File: src/rtl/spi_pkg.sv
// Shared types and constants for the mode-0 SPI master.
package spi_pkg;

  localparam int unsigned SPI_WIDTH       = 8;
  localparam int unsigned SPI_CNT_W       = 8;
  localparam int unsigned SPI_BIT_W       = 3;
  localparam int unsigned SPI_MIN_CLK_DIV = 6;
  localparam int unsigned SPI_MIN_CS      = 1;
  localparam int unsigned SPI_MAX_PARAM   = 255;

  typedef enum logic [2:0] {
    IDLE,
    SETUP,
    HIGH,
    LOW,
    HOLD,
    GAP
  } spi_state_e;

  // True when a timing parameter fits the 8-bit phase counter and its floor.
  function automatic logic param_ok(input int unsigned value, input int unsigned min_value);
    return (value >= min_value) && (value <= SPI_MAX_PARAM);
  endfunction

endpackage

File: src/rtl/spi_master_if.sv
// Fabric handshake plus SPI pins of the master, grouped as one bundle.
interface spi_master_if;
  import spi_pkg::*;

  logic                 start;
  logic [SPI_WIDTH-1:0] tx_data;
  logic                 busy;
  logic                 done;
  logic [SPI_WIDTH-1:0] rx_data;
  logic                 spi_clk;
  logic                 spi_cs;
  logic                 mosi;
  logic                 miso;

  modport master (
    input  start, tx_data, miso,
    output busy, done, rx_data, spi_clk, spi_cs, mosi
  );

  modport slave (
    output start, tx_data, miso,
    input  busy, done, rx_data, spi_clk, spi_cs, mosi
  );

endinterface

File: src/rtl/spi_phase_timer.sv
// Loadable down-counter shared by every timed phase of the SPI frame.
module spi_phase_timer
  import spi_pkg::*;
(
  input  logic                 system_clk,
  input  logic                 system_rst_n,
  input  logic                 load,
  input  logic [SPI_CNT_W-1:0] load_val,
  output logic                 tc_c
);

  logic [SPI_CNT_W-1:0] count;

  // Saturates at zero so a phase that is not reloaded simply waits.
  always_ff @(posedge system_clk or negedge system_rst_n) begin
    if (!system_rst_n) begin
      count <= '0;
    end else if (load) begin
      count <= load_val;
    end else if (count != '0) begin
      count <= count - SPI_CNT_W'(1);
    end
  end

  assign tc_c = (count == '0);

endmodule

File: src/rtl/spi_master.sv
// Mode-0 SPI master: one MSB-first byte exchanged per chip-select window.
module spi_master
  import spi_pkg::*;
#(
  parameter int unsigned CLK_DIV  = 16,
  parameter int unsigned CS_SETUP = 4,
  parameter int unsigned CS_HOLD  = 4,
  parameter int unsigned CS_IDLE  = 8
) (
  input logic          system_clk,
  input logic          system_rst_n,
  spi_master_if.master bus
);

  if (!param_ok(CLK_DIV, SPI_MIN_CLK_DIV)) begin : g_bad_clk_div
    $error("spi_master: CLK_DIV must be 6..255");
  end
  if (!param_ok(CS_SETUP, SPI_MIN_CS)) begin : g_bad_cs_setup
    $error("spi_master: CS_SETUP must be 1..255");
  end
  if (!param_ok(CS_HOLD, SPI_MIN_CS)) begin : g_bad_cs_hold
    $error("spi_master: CS_HOLD must be 1..255");
  end
  if (!param_ok(CS_IDLE, SPI_MIN_CS)) begin : g_bad_cs_idle
    $error("spi_master: CS_IDLE must be 1..255");
  end

  localparam logic [SPI_CNT_W-1:0] DIV_LD   = SPI_CNT_W'(CLK_DIV - 1);
  localparam logic [SPI_CNT_W-1:0] SETUP_LD = SPI_CNT_W'(CS_SETUP - 1);
  localparam logic [SPI_CNT_W-1:0] HOLD_LD  = SPI_CNT_W'(CS_HOLD - 1);
  localparam logic [SPI_CNT_W-1:0] IDLE_LD  = SPI_CNT_W'(CS_IDLE - 1);
  localparam logic [SPI_BIT_W-1:0] LAST_BIT = SPI_BIT_W'(SPI_WIDTH - 1);

  spi_state_e           state;
  spi_state_e           state_nxt;
  logic                 tmr_load_c;
  logic [SPI_CNT_W-1:0] tmr_val_c;
  logic                 tmr_tc_c;
  logic                 accept_c;
  logic                 rise_c;
  logic                 fall_c;
  logic                 cs_off_c;
  logic                 gap_end_c;

  logic [SPI_WIDTH-1:0] tx_sh;
  logic [SPI_WIDTH-1:0] rx_sh;
  logic [SPI_BIT_W-1:0] bit_cnt;
  logic                 busy;
  logic                 done;
  logic [SPI_WIDTH-1:0] rx_data;
  logic                 spi_clk;
  logic                 spi_cs;
  logic                 mosi;

  spi_phase_timer u_timer (
    .system_clk   (system_clk),
    .system_rst_n (system_rst_n),
    .load         (tmr_load_c),
    .load_val     (tmr_val_c),
    .tc_c         (tmr_tc_c)
  );

  always_ff @(posedge system_clk or negedge system_rst_n) begin
    if (!system_rst_n) begin
      state <= IDLE;
    end else begin
      state <= state_nxt;
    end
  end

  // Next state, timer reload and one-cycle edge strobes for the datapath.
  always_comb begin
    state_nxt  = state;
    tmr_load_c = 1'b0;
    tmr_val_c  = '0;
    accept_c   = 1'b0;
    rise_c     = 1'b0;
    fall_c     = 1'b0;
    cs_off_c   = 1'b0;
    gap_end_c  = 1'b0;
    case (state)
      IDLE: begin
        if (bus.start) begin
          accept_c   = 1'b1;
          tmr_load_c = 1'b1;
          tmr_val_c  = SETUP_LD;
          state_nxt  = SETUP;
        end
      end
      SETUP, LOW: begin
        if (tmr_tc_c) begin
          rise_c     = 1'b1;
          tmr_load_c = 1'b1;
          tmr_val_c  = DIV_LD;
          state_nxt  = HIGH;
        end
      end
      HIGH: begin
        if (tmr_tc_c) begin
          fall_c     = 1'b1;
          tmr_load_c = 1'b1;
          // The eighth falling edge closes the frame instead of opening another low phase.
          if (bit_cnt == LAST_BIT) begin
            tmr_val_c = HOLD_LD;
            state_nxt = HOLD;
          end else begin
            tmr_val_c = DIV_LD;
            state_nxt = LOW;
          end
        end
      end
      HOLD: begin
        if (tmr_tc_c) begin
          cs_off_c   = 1'b1;
          tmr_load_c = 1'b1;
          tmr_val_c  = IDLE_LD;
          state_nxt  = GAP;
        end
      end
      GAP: begin
        if (tmr_tc_c) begin
          gap_end_c = 1'b1;
          state_nxt = IDLE;
        end
      end
      default: state_nxt = IDLE;
    endcase
  end

  // Shift registers and pin flops; every pin comes straight from a flop.
  always_ff @(posedge system_clk or negedge system_rst_n) begin
    if (!system_rst_n) begin
      tx_sh   <= '0;
      rx_sh   <= '0;
      bit_cnt <= '0;
      busy    <= 1'b0;
      done    <= 1'b0;
      rx_data <= '0;
      spi_clk <= 1'b0;
      spi_cs  <= 1'b1;
      mosi    <= 1'b0;
    end else begin
      done <= cs_off_c;
      if (accept_c) begin
        tx_sh   <= bus.tx_data;
        bit_cnt <= '0;
        busy    <= 1'b1;
        spi_cs  <= 1'b0;
        mosi    <= bus.tx_data[SPI_WIDTH-1];
      end
      // miso is held stable by the slave well around the edge, so no synchroniser.
      if (rise_c) begin
        spi_clk <= 1'b1;
        rx_sh   <= {rx_sh[SPI_WIDTH-2:0], bus.miso};
      end
      if (fall_c) begin
        spi_clk <= 1'b0;
        tx_sh   <= {tx_sh[SPI_WIDTH-2:0], 1'b0};
        mosi    <= (bit_cnt == LAST_BIT) ? 1'b0 : tx_sh[SPI_WIDTH-2];
        bit_cnt <= bit_cnt + SPI_BIT_W'(1);
      end
      if (cs_off_c) begin
        spi_cs  <= 1'b1;
        rx_data <= rx_sh;
      end
      if (gap_end_c) begin
        busy <= 1'b0;
      end
    end
  end

  assign bus.busy    = busy;
  assign bus.done    = done;
  assign bus.rx_data = rx_data;
  assign bus.spi_clk = spi_clk;
  assign bus.spi_cs  = spi_cs;
  assign bus.mosi    = mosi;

endmodule

File: src/flat_wrapper.sv
// flat-port wrapper written by rule: the top's interface ports become plain ports
module spi_master_flat import spi_pkg::*;
#(
  parameter int unsigned CLK_DIV  = 16,
  parameter int unsigned CS_SETUP = 4,
  parameter int unsigned CS_HOLD  = 4,
  parameter int unsigned CS_IDLE  = 8
)
  (system_clk, system_rst_n, bus_start, bus_tx_data, bus_miso, bus_busy, bus_done, bus_rx_data, bus_spi_clk, bus_spi_cs, bus_mosi);
  spi_master_if bus_i ();
  input logic system_clk;
  input logic system_rst_n;
  input wire logic [$bits(bus_i.start)-1:0] bus_start;
  input wire logic [$bits(bus_i.tx_data)-1:0] bus_tx_data;
  input wire logic [$bits(bus_i.miso)-1:0] bus_miso;
  output wire logic [$bits(bus_i.busy)-1:0] bus_busy;
  output wire logic [$bits(bus_i.done)-1:0] bus_done;
  output wire logic [$bits(bus_i.rx_data)-1:0] bus_rx_data;
  output wire logic [$bits(bus_i.spi_clk)-1:0] bus_spi_clk;
  output wire logic [$bits(bus_i.spi_cs)-1:0] bus_spi_cs;
  output wire logic [$bits(bus_i.mosi)-1:0] bus_mosi;
  assign bus_i.start = bus_start;
  assign bus_i.tx_data = bus_tx_data;
  assign bus_i.miso = bus_miso;
  assign bus_busy = bus_i.busy;
  assign bus_done = bus_i.done;
  assign bus_rx_data = bus_i.rx_data;
  assign bus_spi_clk = bus_i.spi_clk;
  assign bus_spi_cs = bus_i.spi_cs;
  assign bus_mosi = bus_i.mosi;
  spi_master #(.CLK_DIV(CLK_DIV), .CS_SETUP(CS_SETUP), .CS_HOLD(CS_HOLD), .CS_IDLE(CS_IDLE)) u_core (.system_clk(system_clk), .system_rst_n(system_rst_n), .bus(bus_i));
endmodule
File: config.mk
export PLATFORM = sky130hd
export DESIGN_NAME = spi_master_flat
export DESIGN_NICKNAME = d
export VERILOG_FILES = /design/src/rtl/spi_pkg.sv /design/src/rtl/spi_master_if.sv /design/src/rtl/spi_phase_timer.sv /design/src/rtl/spi_master.sv /design/src/flat_wrapper.sv
export SDC_FILE = /design/constraint.sdc
export NUM_CORES = 1
export LEC_CHECK = 0
export ABC_AREA = 0
export CORE_MARGIN = 5
export CORE_UTILIZATION = 48
export DETAILED_ROUTE_END_ITERATION = 7
export PLACE_DENSITY = 0.79
export SETUP_SLACK_MARGIN = 0.15
export SYNTH_ARGS = -nofsm -noshare
export SYNTH_HDL_FRONTEND = slang
export SYNTH_SLANG_ARGS = --single-unit
File: constraint.sdc
create_clock -name system_clk -period 2.56 [get_ports system_clk]
set_input_delay 0.768 -clock system_clk [delete_from_list [all_inputs] [get_ports system_clk]]
set_output_delay 0.768 -clock system_clk [all_outputs]
set_load 0.1 [all_outputs]
Word-level counts from Yosys, hierarchy flattened
Index checks and enable logic that the tools add are counted.
{"block": "word_totals", "reg_bits": 42, "input_bits": 12, "word_cells": 71}
{"block": "classes", "addsub": 2, "eq_ne": 11, "muxes": 36, "reduce_logical": 11}
{"cell": "$pmux 8 s4", "n": 1}
{"cell": "$mux 3", "n": 9}
{"cell": "$mux 8", "n": 3}
{"cell": "$mux 1", "n": 16}
{"cell": "$pmux 3 s5", "n": 1}
{"cell": "$mux 7", "n": 2}
{"cell": "$reduce_bool 2->1", "n": 5}
{"cell": "$eq 3x3->1 const B", "n": 3}
{"cell": "$logic_not 8->1", "n": 1}
{"cell": "$mux 4", "n": 2}
{"cell": "$ne 2x1->1 const B", "n": 4}
{"cell": "$reduce_bool 8->1", "n": 1}
{"cell": "$sub 8x1->8 const B", "n": 1}
{"cell": "$eq 3x2->1 const B", "n": 2}
{"cell": "$reduce_and 5->1", "n": 1}
{"cell": "$reduce_or 4->1", "n": 1}
{"cell": "$add 3x1->3 const B", "n": 1}
{"cell": "$eq 3x1->1 const B", "n": 1}
{"cell": "$logic_not 3->1", "n": 1}
{"cell": "$mux 2", "n": 1}
{"cell": "$ne 2x2->1 const B", "n": 1}
{"cell": "$pmux 1 s2", "n": 1}
{"cell": "$reduce_or 2->1", "n": 1}

Depth between registers and ports, before layout
Gate-level depths: netlist of run 1.
{"block": "depth", "word_depth": 5, "mapped_depth": 8, "ltp_nobuf": 6}

Hierarchy
From an unflattened synthesis of run 1, not the netlist that was laid out.
{"block": "unflattened", "cells_unflattened": 176, "hier_area_um2": 1944.4}
{"module": "spi_master", "instances": 1, "cells_each": 122, "area_per_inst_um2": 1467.7, "seq_area_each_um2": 852.1}
{"module": "spi_phase_timer", "instances": 1, "cells_each": 54, "area_per_inst_um2": 476.7, "seq_area_each_um2": 200.2}

Worst setup path before layout of run 1
No wires, ideal clock.
{"block": "synth_path", "path_type": "reg2reg", "from": "register u_core.u_timer.count[0]", "to": "register u_core.rx_data[0], in the netlist u_core.bus.rx_data[0]", "setup_time_ps": 125, "arrival_ps": 1643, "t_required_ps": 2435, "setup_slack_ps": 792, "stages_incl_launch_ff": 8, "n_path_buf": 1, "period_less_slack_ps": 1768, "path_cell_list": "dfrtp_1 inv_1 ha_1 nor4b_4 and2_4 nand3_2 buf_6 mux2_4"}
{"block": "synth_between", "elab_chain_cells": 3}
{"element": "start, declared", "line_no": "spi_phase_timer.sv:12", "text": "logic [SPI_CNT_W-1:0] count;"}
{"element": "start signal, assigned", "line_no": "spi_phase_timer.sv:19", "text": "count <= load_val;"}
{"element": "start signal, assigned", "line_no": "spi_phase_timer.sv:21", "text": "count <= count - SPI_CNT_W'(1);"}
{"element": "$logic_not 8->1", "line_no": "spi_phase_timer.sv:25", "text": "assign tc_c = (count == '0);"}
{"element": "$mux 1", "line_no": "spi_master.sv:113", "text": "if (tmr_tc_c) begin"}
{"element": "$mux 1", "line_no": "spi_master.sv:81", "text": "case (state)"}
{"element": "end signal, assigned", "line_no": "spi_master.sv:164", "text": "rx_data <= rx_sh;"}
{"element": "end, declared", "line_no": "spi_master.sv:50", "text": "logic [SPI_WIDTH-1:0] rx_data;"}
Every way passes these cells.
A chain may end at the register's enable or synchronous reset.

Worst setup path in the final report of run 1
Ends and elaborated chain as after synthesis.

==> results of run 1 <==
## path summary, 6_finish.rpt
kind | start | endpoint | slack (ns) | cells past startpoint
worst max-delay path | u_core.u_timer.count[0]$_DFFE_PN0P_ | u_core.bus.rx_data[0]$_DFFE_PN0P_ | 0.37 | 6
worst min-delay path | u_core.tx_sh[2]$_DFFE_PN0P_ | u_core.tx_sh[2]$_DFFE_PN0P_ | 0.48 | 1
max in group asynchronous | system_rst_n | u_core.bus.rx_data[0]$_DFFE_PN0P_ | 1.39 | 1
min in group asynchronous | system_rst_n | u_core.tx_sh[4]$_DFFE_PN0P_ | 0.60 | 1
worst min register to register | u_core.tx_sh[2]$_DFFE_PN0P_ | u_core.tx_sh[2]$_DFFE_PN0P_ | 0.48 | 1
worst max register to register | u_core.u_timer.count[0]$_DFFE_PN0P_ | u_core.bus.rx_data[0]$_DFFE_PN0P_ | 0.37 | 6
## report_power, final
part	total, mW	internal, mW	switching [mW]
registers	1.07	0.879	0.195
logic	0.827	0.346	0.481
clock network	0.432	0.217	0.215
## layer usage
metal  up-vias  wire [um]  share of wire (%)
met5         -          0                  0
met4         0        182                4.7
met3        18        129                3.3
met2        38       1963                 50
met1       685       1636                 42
li1        617          -                  -
## area by class of cell
| class | instances | area (sq um) | area share (%) |
|---|---|---|---|
| sequential | 42 | 1052 | 45.36 |
| multi-input combinational | 105 | 858.3 | 37.00 |
| timing repair buffer | 28 | 232.7 | 10.03 |
| clock buffer | 7 | 86.33 | 3.722 |
| tap | 50 | 62.56 | 2.697 |
| inverter | 6 | 22.52 | 0.9709 |
| clock inverter | 1 | 5.005 | 0.2158 |
## cells in the mapped netlist (2+ instances only)
| library cell | number |
|---|---|
| or3_1 | 3 |
| mux2_2 | 2 |
| a31oi_1 | 2 |
| mux2_4 | 15 |
| a22o_1 | 6 |
| nor3_1 | 2 |
| dfrtp_1 | 41 |
| buf_4 | 2 |
| a21o_1 | 7 |
| buf_6 | 3 |
| nor4b_4 | 2 |
| nand2_1 | 9 |
| o21ai_0 | 7 |
| nand2b_1 | 3 |
| inv_1 | 6 |
| xnor2_1 | 4 |
| nor2_1 | 9 |
| ha_1 | 3 |
| nand3b_1 | 2 |
| nor2b_1 | 3 |
| buf_2 | 3 |
| a21oi_1 | 7 |
| nand3_1 | 3 |
| mux2i_1 | 3 |
## worst max-delay path, stage by stage, from the launching register on
cell and delay, ns:
dfrtp_1 0.38, inv_1 0.09, ha_1 0.25, nor4b_4 0.31
and2_4 0.31, nand3_2 0.33, mux2_4 0.41
## cells by family after synthesis
| kind of cell | count (synthesis) |
|---|---|
| compound gates | 33 |
| simple gates | 45 |
| mux | 20 |
| xor+xnor | 4 |
| flops | 42 |
| fa+ha+maj | 3 |
| buf+inv | 15 |
## sequential cells by signal (all words and copies together), names as in the netlist
signal	flops
u_core.bus.rx_data	8
u_core.bus.spi_cs	1
u_core.bus.spi_clk	1
u_core.bus.busy	1
u_core.bus.done	1
u_core.rx_sh	8
u_core.bit_cnt	3
u_core.u_timer.count	8
u_core.bus.mosi	1
u_core.state	3
u_core.tx_sh	7
## stage by stage
stage	cells	hold WS, ns	area [sq um]
2_1_floorplan	162	0.4497	2001
3_3_place_gp	231	0.4584	2228
3_5_place_dp	231	0.4669	2228
4_1_cts	239	0.4836	2320
5_1_grt	239	0.5086	2320
6_report	239	0.4828	2320
==> impl_metrics.yaml, run 1 <==
die:
  start_util_pct: 49.66
  core_sq_mm: 0.004029
  io_pins: 25
  fp.dieH_um: 74.56
  die_w_um: 74.56
  die_area_sq_mm: 0.005559
  fp-row-count: 23
clock_network:
  clockBufferDepth: 2
  clk-insertion-delay-late_ns: 0.29
  cts_root_buffer: "clkbuf_8"
  cts_hold_buffers: 0
  htreeDepth: 2
  cts_tree: "done"
  cts.sink_count: 42
  cts_buffers: 5
  clkTransAtPathRegs_ns: 0.07
  cts_setup_buffers: 0
  post_cts_resized: 0
grt:
  met2_usage_pct: 26.24
  grt_pass1_vias: 1456
  grt_pass1_wl_mm: 6.796
  busiest_layer: "met2"
  grtUsageMet3_pct: 4.189
  antenna_found_initial: 0
  grt_max_degree: 43
  grt_util_met1_pct: 19.64
  grt_usage_pct: 16.24
  overflow: 0
drt:
  wirelength_mm: 3.912
  viasPerCell: 5.682
  avgRoutedWirePerCell_um: 16.37
  drc_errors: 0
  drt-pass1-iter-count: 4
  num_vias: 1358
  drtAntennaViolNets: 0
  drt_iter0_markers: 78
synthesis:
  synth_xor_area_share_pct: 1.751
  syn_nets: 177
  syn_avg_cell_area_sq_um: 12.35
  yosysTopAreaCell: "dfrtp_1"
  synth_edf_count: 0
  netlist_area_sq_mm: 0.002001
  seq_area_frac_synth_pct: 52.60
  yosys-top-cells-area: "dfrtp_1, mux2_4, a21o_1, a22o_1, nor4b_4"
  synth_top_family_by_area: "simple AND/OR/NAND/NOR gates"
  synthDominantCellAreaShare_pct: 51.28
  async_reset_ff_share_pct: 100.0
  ys.flop_type: "dfrtp_1"
  ys_ff_latch: 42
  synthSimpleGateAreaFrac_pct: 14.38
  synth_cell_type_count: 39
  synth_fa_ha_area_share_pct: 1.876
  syn_inst: 162
  muxShareOfSynthArea_pct: 13.88
  ys_warn_count: 0
  synth_compound_gate_area_share_pct: 11.01
timing:
  relSlewSlack_pct: 39.83
  period_share_pct: 85.72
  fin_skew_ns: 0.005693
  grt_setup_unrepaired: "no"
  hold_violations: 0
  tns_ns: 0
  tightest_slew_ns: 0.9026
  fmax_mhz: 455.7
  slew_violations: 0
  finalSetupViolations: 0
  setup_slack_ns: 0.3655
  min_period_ns: 2.194
final_layout:
  area_growth_pct: 15.95
  final_nets: 203
  mostFrequentLayoutCells: "dfrtp_1, buf_4, mux2_4"
  diodes: 0
  drive_above_1_share_pct: 27.51
  final_core_util_pct: 57.58
  mostFrequentLayoutCell: "dfrtp_1"
  fillers: 318
setup_path:
  path_max_fanout: 14
  endpoint_kind: "flip-flop"
  crit_type: "flip-flop to flip-flop"
  worst_ep_required_time_ns: 2.74
  arrival_ns: 2.37
  cp-start-kind: "flip-flop"
placement:
  dpl_worst_slack_ns: 0.3691
  io_buffers: 24
  gp_congestion: 0.8226
  dp_hpwl_mm: 2.701
power:
  powerDensity_mw_per_mm2: 1006
  p_leak_nw: 1.154
  p_total_mw: 2.333
  ir_worst_vdd_mv: 0.7132
job:
  cap_violations: 0
hold_path:
  hold_path_class: "flip-flop to flip-flop"
status:
  status: "finished clean"
No activity file was read; power rests on OpenSTA's default activity.
==> inputs of run 2 (changes only) <==
CORE_UTILIZATION = 39   (was 48)
PLACE_DENSITY = 0.67   (was 0.79)
RECOVER_POWER = 25   (was not set)
==> run 2 against run 1 <==
Global-route usage decreased by 4.4 points. First-iteration DRC count shrank 46%. Wire length is 14% lower. Sequential power hardly changed. Combinational power fell by 3.4%. Power increased by 1.6%. Worst setup slack lost 0.043 ns. Sequential share of layout area shrank 0.79 points. Count of clock-buffer cells in the layout down 1. Hold slack lost 0.0011 ns. Critical path type unchanged. Critical endpoint unchanged. Largest power group unchanged.
==> impl_metrics.yaml, run 2 (same netlist as run 1, synthesis figures left out) <==
clock_network:
  cts_tree: "done"
  clkTransAtPathRegs_ns: 0.08
  post_cts_resized: 0
  cts_root_buffer: "clkbuf_8"
  cts_setup_buffers: 0
  cts_hold_buffers: 0
  cts.sink_count: 42
  clk-insertion-delay-late_ns: 0.29
  cts_buffers: 5
  htreeDepth: 2
  clockBufferDepth: 2
timing:
  grt_setup_unrepaired: "no"
  whs_ns: 0.4818
  slew_violations: 0
  tns_ns: 0
  relSlewSlack_pct: 33.39
  fmax_mhz: 446.9
  finalSetupViolations: 0
  min_period_ns: 2.238
  fin_skew_ns: 0.008004
  tightest_slew_ns: 0.9992
  setup_slack_ns: 0.3224
  hold_violations: 0
  period_share_pct: 87.41
grt:
  grt_max_degree: 43
  grt_usage_pct: 11.85
  grt_pass1_vias: 1358
  overflow: 0
  grt_pass1_wl_mm: 6.072
  antenna_found_initial: 0
power:
  p_sw_mw: 0.8563
  swShare_pct: 36.14
  powerDensity_mw_per_mm2: 1004
  p_leak_nw: 1.156
  pwr-share-seq_pct: 44.9
  p_int_mw: 1.513
  p_clk_share_pct: 21.3
  p_comb_share_pct: 33.7
  ir_worst_vdd_mv: 0.7152
drt:
  drt_iter0_markers: 42
  num_vias: 1261
  drt-pass1-iter-count: 4
  wirelength_mm: 3.364
  avgRoutedWirePerCell_um: 12.99
  viasPerCell: 4.869
  drtAntennaViolNets: 0
  drc_errors: 0
final_layout:
  diodes: 0
  final_core_util_pct: 46.82
  finalInstanceArea_sq_mm: 0.002361
  top_regs: "u_core.bus.rx_data: 8 flops, u_core.rx_sh: 8 flops, u_core.u_timer.count: 8 flops"
  mostFrequentLayoutCell: "dfrtp_1"
  mostFrequentLayoutCells: "dfrtp_1, buf_4, mux2_4"
  area_growth_pct: 18.01
  final_nets: 203
  drive_above_1_share_pct: 27.51
status:
  status: "finished clean"
job:
  cap_violations: 0
setup_path:
  arrival_ns: 2.41
  endpoint_kind: "flip-flop"
  rr_worst_depth: 6
  rrSetupSlack_ns: 0.32
  crit_type: "flip-flop to flip-flop"
  worst_ep_required_time_ns: 2.73
  r2r-start: "u_core.u_timer.count[0]$_DFFE_PN0P_"
  path_max_fanout: 14
  timing.rr.end: "u_core.bus.rx_data[0]$_DFFE_PN0P_"
  cp-start-kind: "flip-flop"
die:
  fp-row-count: 26
  core_sq_mm: 0.005042
  die_area_sq_mm: 0.006663
  start_util_pct: 39.68
  fp.dieH_um: 81.63
  die_w_um: 81.63
  io_pins: 25
placement:
  place_area_sq_mm: 0.002253
  dp_hpwl_mm: 2.340
  dpl_worst_slack_ns: 0.3178
  gp_congestion: 0.7409
  io_buffers: 24
hold_path:
  min_to: "u_core.tx_sh[2]$_DFFE_PN0P_"
  hold_path_startpoint: "u_core.tx_sh[2]$_DFFE_PN0P_"
  hold_path_class: "flip-flop to flip-flop"
  whs_path_depth: 1
run 2: cell count changes in the layout (fill, tap and decap cells not counted):
cell / delta
clkinvlp_4: +1
bufinv_16: +1
clkinv_2: -1
clkbuf_2: +1
buf_4: -1
clkbuf_8: -1
run 2: worst max-delay path by stage:
stage / start / endpoint / slack, ns / cells past startpoint
floorplan: u_core.u_timer.count[0]$_DFFE_PN0P_ / u_core.bus.rx_data[0]$_DFFE_PN0P_ / 0.79 / 7
global placement: u_core.u_timer.count[0]$_DFFE_PN0P_ / u_core.bus.rx_data[1]$_DFFE_PN0P_ / 0.34 / 6
detailed placement: u_core.u_timer.count[0]$_DFFE_PN0P_ / u_core.bus.rx_data[0]$_DFFE_PN0P_ / 0.32 / 6
CTS: u_core.u_timer.count[0]$_DFFE_PN0P_ / u_core.bus.rx_data[0]$_DFFE_PN0P_ / 0.31 / 6
global route: u_core.u_timer.count[0]$_DFFE_PN0P_ / u_core.bus.rx_data[0]$_DFFE_PN0P_ / 0.18 / 6
finish: u_core.u_timer.count[0]$_DFFE_PN0P_ / u_core.bus.rx_data[0]$_DFFE_PN0P_ / 0.32 / 6
run 2: per-layer routing:
layer,vias to the layer above,global-route usage [%],wire [um]
li1,619,-,-
met1,624,15.56,1663
met3,2,3.838,102
met2,16,18.49,1571
met5,-,0,0
met4,0,3.987,27
run 2: power groups by stage:
stage                     sequential (mW)  clock [mW]  combinational [mW]
after global routing                 1.11       0.558               0.898
after global placement               1.07           0               0.798
after detailed placement             1.08           0               0.804
after CTS                            1.07       0.523               0.810
after floorplan                      1.22           0               0.489
final                                1.07       0.506               0.799
run 2: worst max-delay path, stage by stage, from the launching register on:
cell	delay, ns
dfrtp_1	0.38
inv_1	0.09
ha_1	0.24
nor4b_4	0.35
and2_4	0.31
nand3_2	0.34
mux2_4	0.41
run 2: final cells by class:
cell class | instances | area (sq um)
Fill cell | 468 | 2681
Sequential cell | 42 | 1052
Multi-Input combinational cell | 105 | 858.3
Timing Repair Buffer | 28 | 230.2
Tap cell | 70 | 87.58
Clock buffer | 6 | 72.57
Clock inverter | 2 | 37.54
Inverter | 6 | 22.52
run 2: per-stage QoR:
step           std cells  power [mW]
2_1_floorplan        162       1.707
3_3_place_gp         251       1.871
3_5_place_dp         251       1.883
4_1_cts              259       2.401
5_1_grt              259       2.563
6_report             259       2.370
